[config.mk]
export PLATFORM = sky130hd
export DESIGN_NAME = trace_capture
export DESIGN_NICKNAME = d
export VERILOG_FILES = /design/src/rtl/sccpu_trace_pkg.sv /design/src/rtl/trace_fifo.sv /design/src/rtl/trace_capture.sv
export SDC_FILE = /design/constraint.sdc
export NUM_CORES = 2
export LEC_CHECK = 0
export ABC_AREA = 1
export CORE_MARGIN = 5
export CORE_UTILIZATION = 60
export DETAILED_ROUTE_END_ITERATION = 16
export DONT_BUFFER_PORTS = 1
export HOLD_SLACK_MARGIN = 0.03
export PLACE_DENSITY_LB_ADDON = 0.2
export SYNTH_ARGS = -nofsm -noshare
export SYNTH_HDL_FRONTEND = slang
export SYNTH_SLANG_ARGS = --single-unit
[constraint.sdc]
create_clock -name clock -period 9.85 [get_ports clock]
set_clock_uncertainty 0.1 [all_clocks]
set_input_delay 1.97 -clock clock [delete_from_list [all_inputs] [get_ports clock]]
set_output_delay 1.97 -clock clock [all_outputs]
set_load 0.1 [all_outputs]
[src/rtl/sccpu_trace_pkg.sv]
// ---------------------------------------------------------------------------
// sccpu_trace_pkg
// Shared definitions for the single-cycle CPU trace capture block:
//   - capture session state encoding
//   - record width and word slicing of a packed {pc, inst, alu} record
//   - serializer beat-index encoding
//   - drop counter width
// ---------------------------------------------------------------------------
package sccpu_trace_pkg;

    typedef enum logic [1:0] {
        ST_IDLE    = 2'd0,
        ST_ARMED   = 2'd1,
        ST_CAPTURE = 2'd2,
        ST_DONE    = 2'd3
    } state_t;

    localparam int WORD_W = 32;
    localparam int REC_W  = 96;
    localparam int DROP_W = 16;

    // Beat index within a record; also selects the record word on the bus.
    localparam logic [1:0] BEAT_PC   = 2'd0;
    localparam logic [1:0] BEAT_INST = 2'd1;
    localparam logic [1:0] BEAT_ALU  = 2'd2;

endpackage

[src/rtl/trace_fifo.sv]
// ---------------------------------------------------------------------------
// trace_fifo
// Synchronous record FIFO with a registered head-of-queue output.
//   clk        : clock
//   rst        : synchronous active-high reset (pointers and occupancy)
//   push       : request to write push_data
//   push_data  : record to write
//   pop        : remove the current head (ignored when empty)
//   head       : registered copy of the oldest record (valid when !empty)
//   full/empty : occupancy flags
//   push_ok    : push accepted this cycle (a pop frees room in a full FIFO)
// DEPTH must be a power of two >= 2 so pointers wrap naturally.
// ---------------------------------------------------------------------------
module trace_fifo #(
    parameter int DEPTH = 16,
    parameter int WIDTH = 96
) (
    input  logic             clk,
    input  logic             rst,
    input  logic             push,
    input  logic [WIDTH-1:0] push_data,
    input  logic             pop,
    output logic [WIDTH-1:0] head,
    output logic             full,
    output logic             empty,
    output logic             push_ok
);

    localparam int             AW       = $clog2(DEPTH);
    localparam logic [AW:0]    FULL_CNT = (AW+1)'(DEPTH);

    logic [WIDTH-1:0] mem [DEPTH];
    logic [AW-1:0]    wr_ptr;
    logic [AW-1:0]    rd_ptr;
    logic [AW-1:0]    rd_ptr_nxt;
    logic [AW:0]      count;
    logic             pop_ok;

    assign full       = (count == FULL_CNT);
    assign empty      = (count == '0);
    assign pop_ok     = pop && !empty;
    assign push_ok    = push && (!full || pop_ok);
    assign rd_ptr_nxt = pop_ok ? rd_ptr + 1'b1 : rd_ptr;

    // Storage: data only, never reset.
    always_ff @(posedge clk) begin
        if (push_ok)
            mem[wr_ptr] <= push_data;
    end

    always_ff @(posedge clk) begin
        if (rst) begin
            wr_ptr <= '0;
            rd_ptr <= '0;
            count  <= '0;
        end else begin
            if (push_ok)
                wr_ptr <= wr_ptr + 1'b1;
            rd_ptr <= rd_ptr_nxt;
            case ({push_ok, pop_ok})
                2'b10:   count <= count + 1'b1;
                2'b01:   count <= count - 1'b1;
                default: ;
            endcase
        end
    end

    // Head register tracks mem[rd_ptr] one edge ahead. When the slot that
    // becomes the head is the one being written this edge (FIFO empty, or
    // draining its last entry), the incoming record is forwarded directly.
    always_ff @(posedge clk) begin
        if (rst)
            head <= '0;
        else if (push_ok && (rd_ptr_nxt == wr_ptr))
            head <= push_data;
        else
            head <= mem[rd_ptr_nxt];
    end

endmodule

[src/rtl/trace_capture.sv]
// ---------------------------------------------------------------------------
// trace_capture
// Captures {pc, inst, alu_result} once per cycle starting at a trigger PC,
// buffers records in trace_fifo and serializes each record as three 32-bit
// beats (PC, Inst, Alu_Result) on a valid/ready stream.
//   clock       : clock
//   reset       : synchronous active-high reset
//   arm         : one-cycle pulse, starts a session (IDLE/DONE only)
//   trig_pc     : PC value that starts capture
//   pc/inst/alu_result : CPU state sampled every cycle
//   out_data    : current beat
//   out_valid   : out_data holds a beat
//   out_ready   : downstream accepts the beat
//   out_last    : third (Alu_Result) beat of a record
//   busy        : session active or records still buffered
//   done        : session finished
//   drop_count  : samples lost to a full FIFO (saturating)
// ---------------------------------------------------------------------------
module trace_capture #(
    parameter int DEPTH       = 16,
    parameter int MAX_SAMPLES = 64
) (
    input  logic        clock,
    input  logic        reset,
    input  logic        arm,
    input  logic [31:0] trig_pc,
    input  logic [31:0] pc,
    input  logic [31:0] inst,
    input  logic [31:0] alu_result,
    output logic [31:0] out_data,
    output logic        out_valid,
    input  logic        out_ready,
    output logic        out_last,
    output logic        busy,
    output logic        done,
    output logic [15:0] drop_count
);

    import sccpu_trace_pkg::*;

    localparam int                CNT_W     = $clog2(MAX_SAMPLES + 1);
    localparam logic [CNT_W-1:0]  LAST_SMPL = CNT_W'(MAX_SAMPLES - 1);

    function automatic logic [DROP_W-1:0] sat_inc(input logic [DROP_W-1:0] v);
        return (v == '1) ? v : v + 1'b1;
    endfunction

    state_t            state;
    logic [CNT_W-1:0]  sample_cnt;
    logic [1:0]        beat_idx;
    logic              arm_ok;
    logic              sample_vld;
    logic              push_ok;
    logic              fifo_full;
    logic              fifo_empty;
    logic              beat_xfer;
    logic              pop;
    logic [REC_W-1:0]  head;
    logic [REC_W-1:0]  rec_in;

    // ---- sample stage: decide whether this cycle is recorded ----
    assign arm_ok     = arm && ((state == ST_IDLE) || (state == ST_DONE));
    assign sample_vld = (state == ST_CAPTURE) ||
                        ((state == ST_ARMED) && (pc == trig_pc));
    assign rec_in     = {pc, inst, alu_result};

    trace_fifo #(
        .DEPTH (DEPTH),
        .WIDTH (REC_W)
    ) u_fifo (
        .clk       (clock),
        .rst       (reset),
        .push      (sample_vld),
        .push_data (rec_in),
        .pop       (pop),
        .head      (head),
        .full      (fifo_full),
        .empty     (fifo_empty),
        .push_ok   (push_ok)
    );

    // ---- serializer stage: head record split into three beats ----
    // Outputs decode only registered state, so they cannot change while a
    // beat is stalled and the next record appears right after a pop.
    assign out_valid = !fifo_empty;
    assign beat_xfer = out_valid && out_ready;
    assign pop       = beat_xfer && (beat_idx == BEAT_ALU);
    assign out_last  = out_valid && (beat_idx == BEAT_ALU);
    assign busy      = (state == ST_ARMED) || (state == ST_CAPTURE) || !fifo_empty;
    assign done      = (state == ST_DONE);

    always_comb begin
        out_data = '0;
        if (out_valid) begin
            case (beat_idx)
                BEAT_PC:   out_data = head[REC_W-1 -: WORD_W];
                BEAT_INST: out_data = head[REC_W-WORD_W-1 -: WORD_W];
                default:   out_data = head[WORD_W-1:0];
            endcase
        end
    end

    // ---- control: session FSM, sample/drop counters, beat index ----
    always_ff @(posedge clock) begin
        if (reset) begin
            state      <= ST_IDLE;
            sample_cnt <= '0;
            drop_count <= '0;
            beat_idx   <= BEAT_PC;
        end else begin
            if (beat_xfer)
                beat_idx <= (beat_idx == BEAT_ALU) ? BEAT_PC : beat_idx + 1'b1;

            if (sample_vld && !push_ok)
                drop_count <= sat_inc(drop_count);

            case (state)
                ST_IDLE, ST_DONE: begin
                    if (arm_ok) begin
                        state      <= ST_ARMED;
                        sample_cnt <= '0;
                        drop_count <= '0;
                    end
                end
                ST_ARMED, ST_CAPTURE: begin
                    // The trigger cycle counts as sample 1; the edge that
                    // records the final sample also ends the session.
                    if (sample_vld) begin
                        sample_cnt <= sample_cnt + 1'b1;
                        state      <= (sample_cnt == LAST_SMPL) ? ST_DONE : ST_CAPTURE;
                    end
                end
                default: state <= ST_IDLE;
            endcase
        end
    end

endmodule

==> results.tsv <==
stage	metric	value	unit
hold_path	hold crit path type	reg2reg	
synth	sequential-to-total area share from yosys stat	66.7	%
die	io pins	184	
layout	final cell count without fillers	8632	
routing	M1 WL	78900	µm
timing	maximum clock frequency	0.157	GHz
synth	Yosys reg bits	1672	
timing	setup ws final	3.47	ns
routing	1st-iter DRT viols	7137	
routing	drt via density	5.96	
clocking	Max clock buf depth	3	
clocking	Clk Latency, worst-skew pair	0.79	ns
die	Vert. Die Dim	359	µm
worst_setup_path	reg2reg setup slack	3.47	ns
timing	Setup TNS	0	ns
clocking	root buffer cell	clkbuf_16	
place	# port buffers	0	
global_routing	Remaining Overflow, GRT	0	
run	maxcap violations	0	
worst_setup_path	arrival time of the worst setup path	6.94	ns
die	core area	122000	µm²
worst_setup_path	Worst Reg-to-Reg Cells	14	
worst_setup_path	critical path's top delay family	simple AND/OR/NAND/NOR gates	
place	GP Congestion	0.882	
routing	post-route antenna net violation count	0	
hold_path	Worst Hold End	sample_cnt[4]	
synth	Mean Syn Cell Area	10.4	µm²
die	DIE AREA	129000	µm²
global_routing	largest net degree at the start of global routing	214	
clocking	CTS Buf Count	169	
synth	cell count after synthesis	7045	
clocking	CTS clk-pin slew, worst paths	0.06	ns
routing	wire length on met2	92900	µm
worst_setup_path	CP max FO	213	
layout	commonest non-fill, non-tap cell in the layout	edfxtp_1	
status	status	complete, no violations	
timing	Final min period	6.38	ns
hold_path	Hold Path Origin	sample_cnt[4]	
clocking	# resized after CTS	0	
worst_setup_path	Crit Path Class	reg2reg	
power_and_ir_drop	worst IR drop on VDD	178	µV
worst_setup_path	type of origin of the critical path	flip-flop	
worst_setup_path	WP data required	10.41	ns
synth	syn nets	7191	
clocking	CTS tree	yes	
worst_setup_path	Worst R2R End	u_fifo.head[27]	
clocking	Hold Buf Count CTS	0	
clocking	Setup Buffers After CTS	0	
worst_setup_path	RR Startpoint	u_fifo.count[0]	
place	hpwl dp	104000	µm
worst_setup_path	Worst path depth	14	
routing	met3 WL	27000	µm
timing	Final Setup Violations	0	
routing	final WL	207000	µm
layout	fraction of layout cells with a size suffix above 1	5.15	%
synth	asr flop ratio synth	0	%
worst_setup_path	critical path cell sequence	nor2_1 -> nand3b_1 -> buf_4 -> nand4_4 -> nand2_8 -> buf_4 -> buf_12 -> nand2_1 -> nand3_1 -> nand3_1 -> nand3_1 -> nand2_1 -> nor2_1 -> nor2_1	
layout	commonest non-fill, non-tap cells in the layout	1536 x edfxtp_1, 1447 x nand2_1, 1134 x nand3_1	
place	placed instance count	8313	
power_and_ir_drop	standby leakage power	32.1	nW
global_routing	Tot GR Track Use	31.3	%
die	Die X	359	µm
synth	number of enable flip-flop cells after synthesis	1536	
synth	dominant cell type by area after synthesis	edfxtp_1	
synth	Post-synth top flop	edfxtp_1	
die	cell row count	128	
timing	final max-slew violation count	0	
worst_setup_path	critical path endpoint category	flip-flop	
synth	Netlist cell types	33	
global_routing	global-route wire length before repair	307000	µm
timing	Rel. slew slack	15.5	%
synth	Synth area leaders	edfxtp_1 63%, nand3_1 7.7%, nand2_1 7.4%, inv_1 4.8%, nand3b_1 4.8%	
layout	# fillers	9030	
routing	DR WL/cell	24.0	µm
global_routing	vias in the first global route	48700	
routing	first drt pass iteration count	9	
clocking	H-tree depth	4	
routing	DRC Markers	0	
routing	routed vias	51500	
layout	nets	7005	
global_routing	antenna violations before repair	3	
timing	fin crit share	64.8	%
synth	share of Yosys cell area claimed by the top area cell type	63.0	%
timing	Slew @ Worst Pin	1.27	ns
worst_setup_path	CP max stage cell	nand4_4	
clocking	TritonCTS sink count	1672	
place	Post-Place Setup Slack	2.93	ns
timing	RSZ-0062 raised after global routing	false	
layout	Area Growth Syn to Fin	9.05	%
synth	Synth Cell Area	73200	µm²
power_and_ir_drop	PwrDens	177	nW/µm²
synth	Ys Warns	0	
worst_setup_path	Worst Path Buf+Inv	3	
hold_path	Hold Path Depth	2	
worst_setup_path	CP startpoint	u_fifo.count[0]	
die	Initial Utilization	60.3	%
routing	highest routed layer	met5	
worst_setup_path	max incr delay on CP	1.03	ns
timing	Final Hold Viols	0	
## how the worst max path moves through the flow
stage,end
final,u_fifo.head[27]
after global routing,u_fifo.head[27]
after CTS,u_fifo.head[27]
after detailed placement,u_fifo.mem[13][5]
after global placement,u_fifo.head[27]
after floorplan,u_fifo.mem[11][0]
## stage by stage
stage	cell area (µm²)	hold WS, ns	utilization [%]	total power, mW
finish	79900	0.361	65.7	14.1
global route	79900	0.383	65.7	14.5
CTS	79900	0.362	65.7	14.2
detailed placement	74400	0.354	61.2	7.98
global placement	74400	0.345	61.2	7.98
floorplan	73200	0.339	-	7.95
## power breakdown
| part | switching (mW) | total (mW) | leakage [nW] | internal (mW) |
|---|---|---|---|---|
| sequential | 0.0133 | 7.76 | 14.9 | 7.75 |
| combinational | 0.0470 | 0.0712 | 14.6 | 0.0242 |
| clock | 2.70 | 6.31 | 2.66 | 3.61 |
| total | 2.77 | 14.2 | 32.1 | 11.4 |
## flip-flops by register name (all words and copies together), names as in the netlist
signal,flops
u_fifo.wr_ptr,4
u_fifo.mem,1536
u_fifo.rd_ptr,4
u_fifo.head,96
u_fifo.count,5
sample_cnt,7
drop_count,16
state,2
beat_idx,2
## final cells by class
type                       instances  area (µm²)  area share (%)
clock buffer                     239        4740            5.94
inverter                         938        3550            4.44
tap                             1625        2030            2.55
antenna                            1        2.50         0.00313
timing repair buffer              74         731           0.915
sequential                      1672       48800            61.2
clock inverter                    79         731           0.915
multi-input combinational       4004       19200            24.1
## worst reg2reg max path, delay by kind of cell (launching register included)
family / cells / cell delay (ns)
simple gates: 11 / 3.31
buf+inv: 3 / 2.42
flops: 1 / 0.43
## synth_stat cells, types with 2 or more instances
cell type / instances
edfxtp_1: 1536
nand2_1: 1449
nand3_1: 1134
inv_1: 932
nor2_1: 598
nand3b_1: 465
clkbuf_1: 229
o21ai_0: 168
dfxtp_1: 136
buf_2: 107
buf_1: 75
a21oi_1: 68
o211ai_1: 47
buf_4: 15
xnor2_1: 15
ha_1: 13
nand4_1: 11
xor2_1: 11
nor3_1: 8
buf_6: 5
inv_2: 5
nand2_2: 3
nor2_4: 2
o21ai_2: 2
o22ai_1: 2
or2_2: 2
## metal layers
metal  vias up  GRT usage [%]
met5         -              0
met1     24600           43.4
met3       521           8.15
met2      3206           48.1
li1      23200              -
met4         6           12.3
## cells by family after synthesis
kind of cell	after synthesis	synth area share [%]
adder cells (fa/ha/maj)	14	0.249
AO/OA/AOI/OAI	289	2.16
buffers and inverters	1369	7.33
XOR/XNOR	26	0.311
flip-flops	1672	66.7
AND/OR/NAND/NOR	3675	23.3
(Power assumes the default switching activity.)
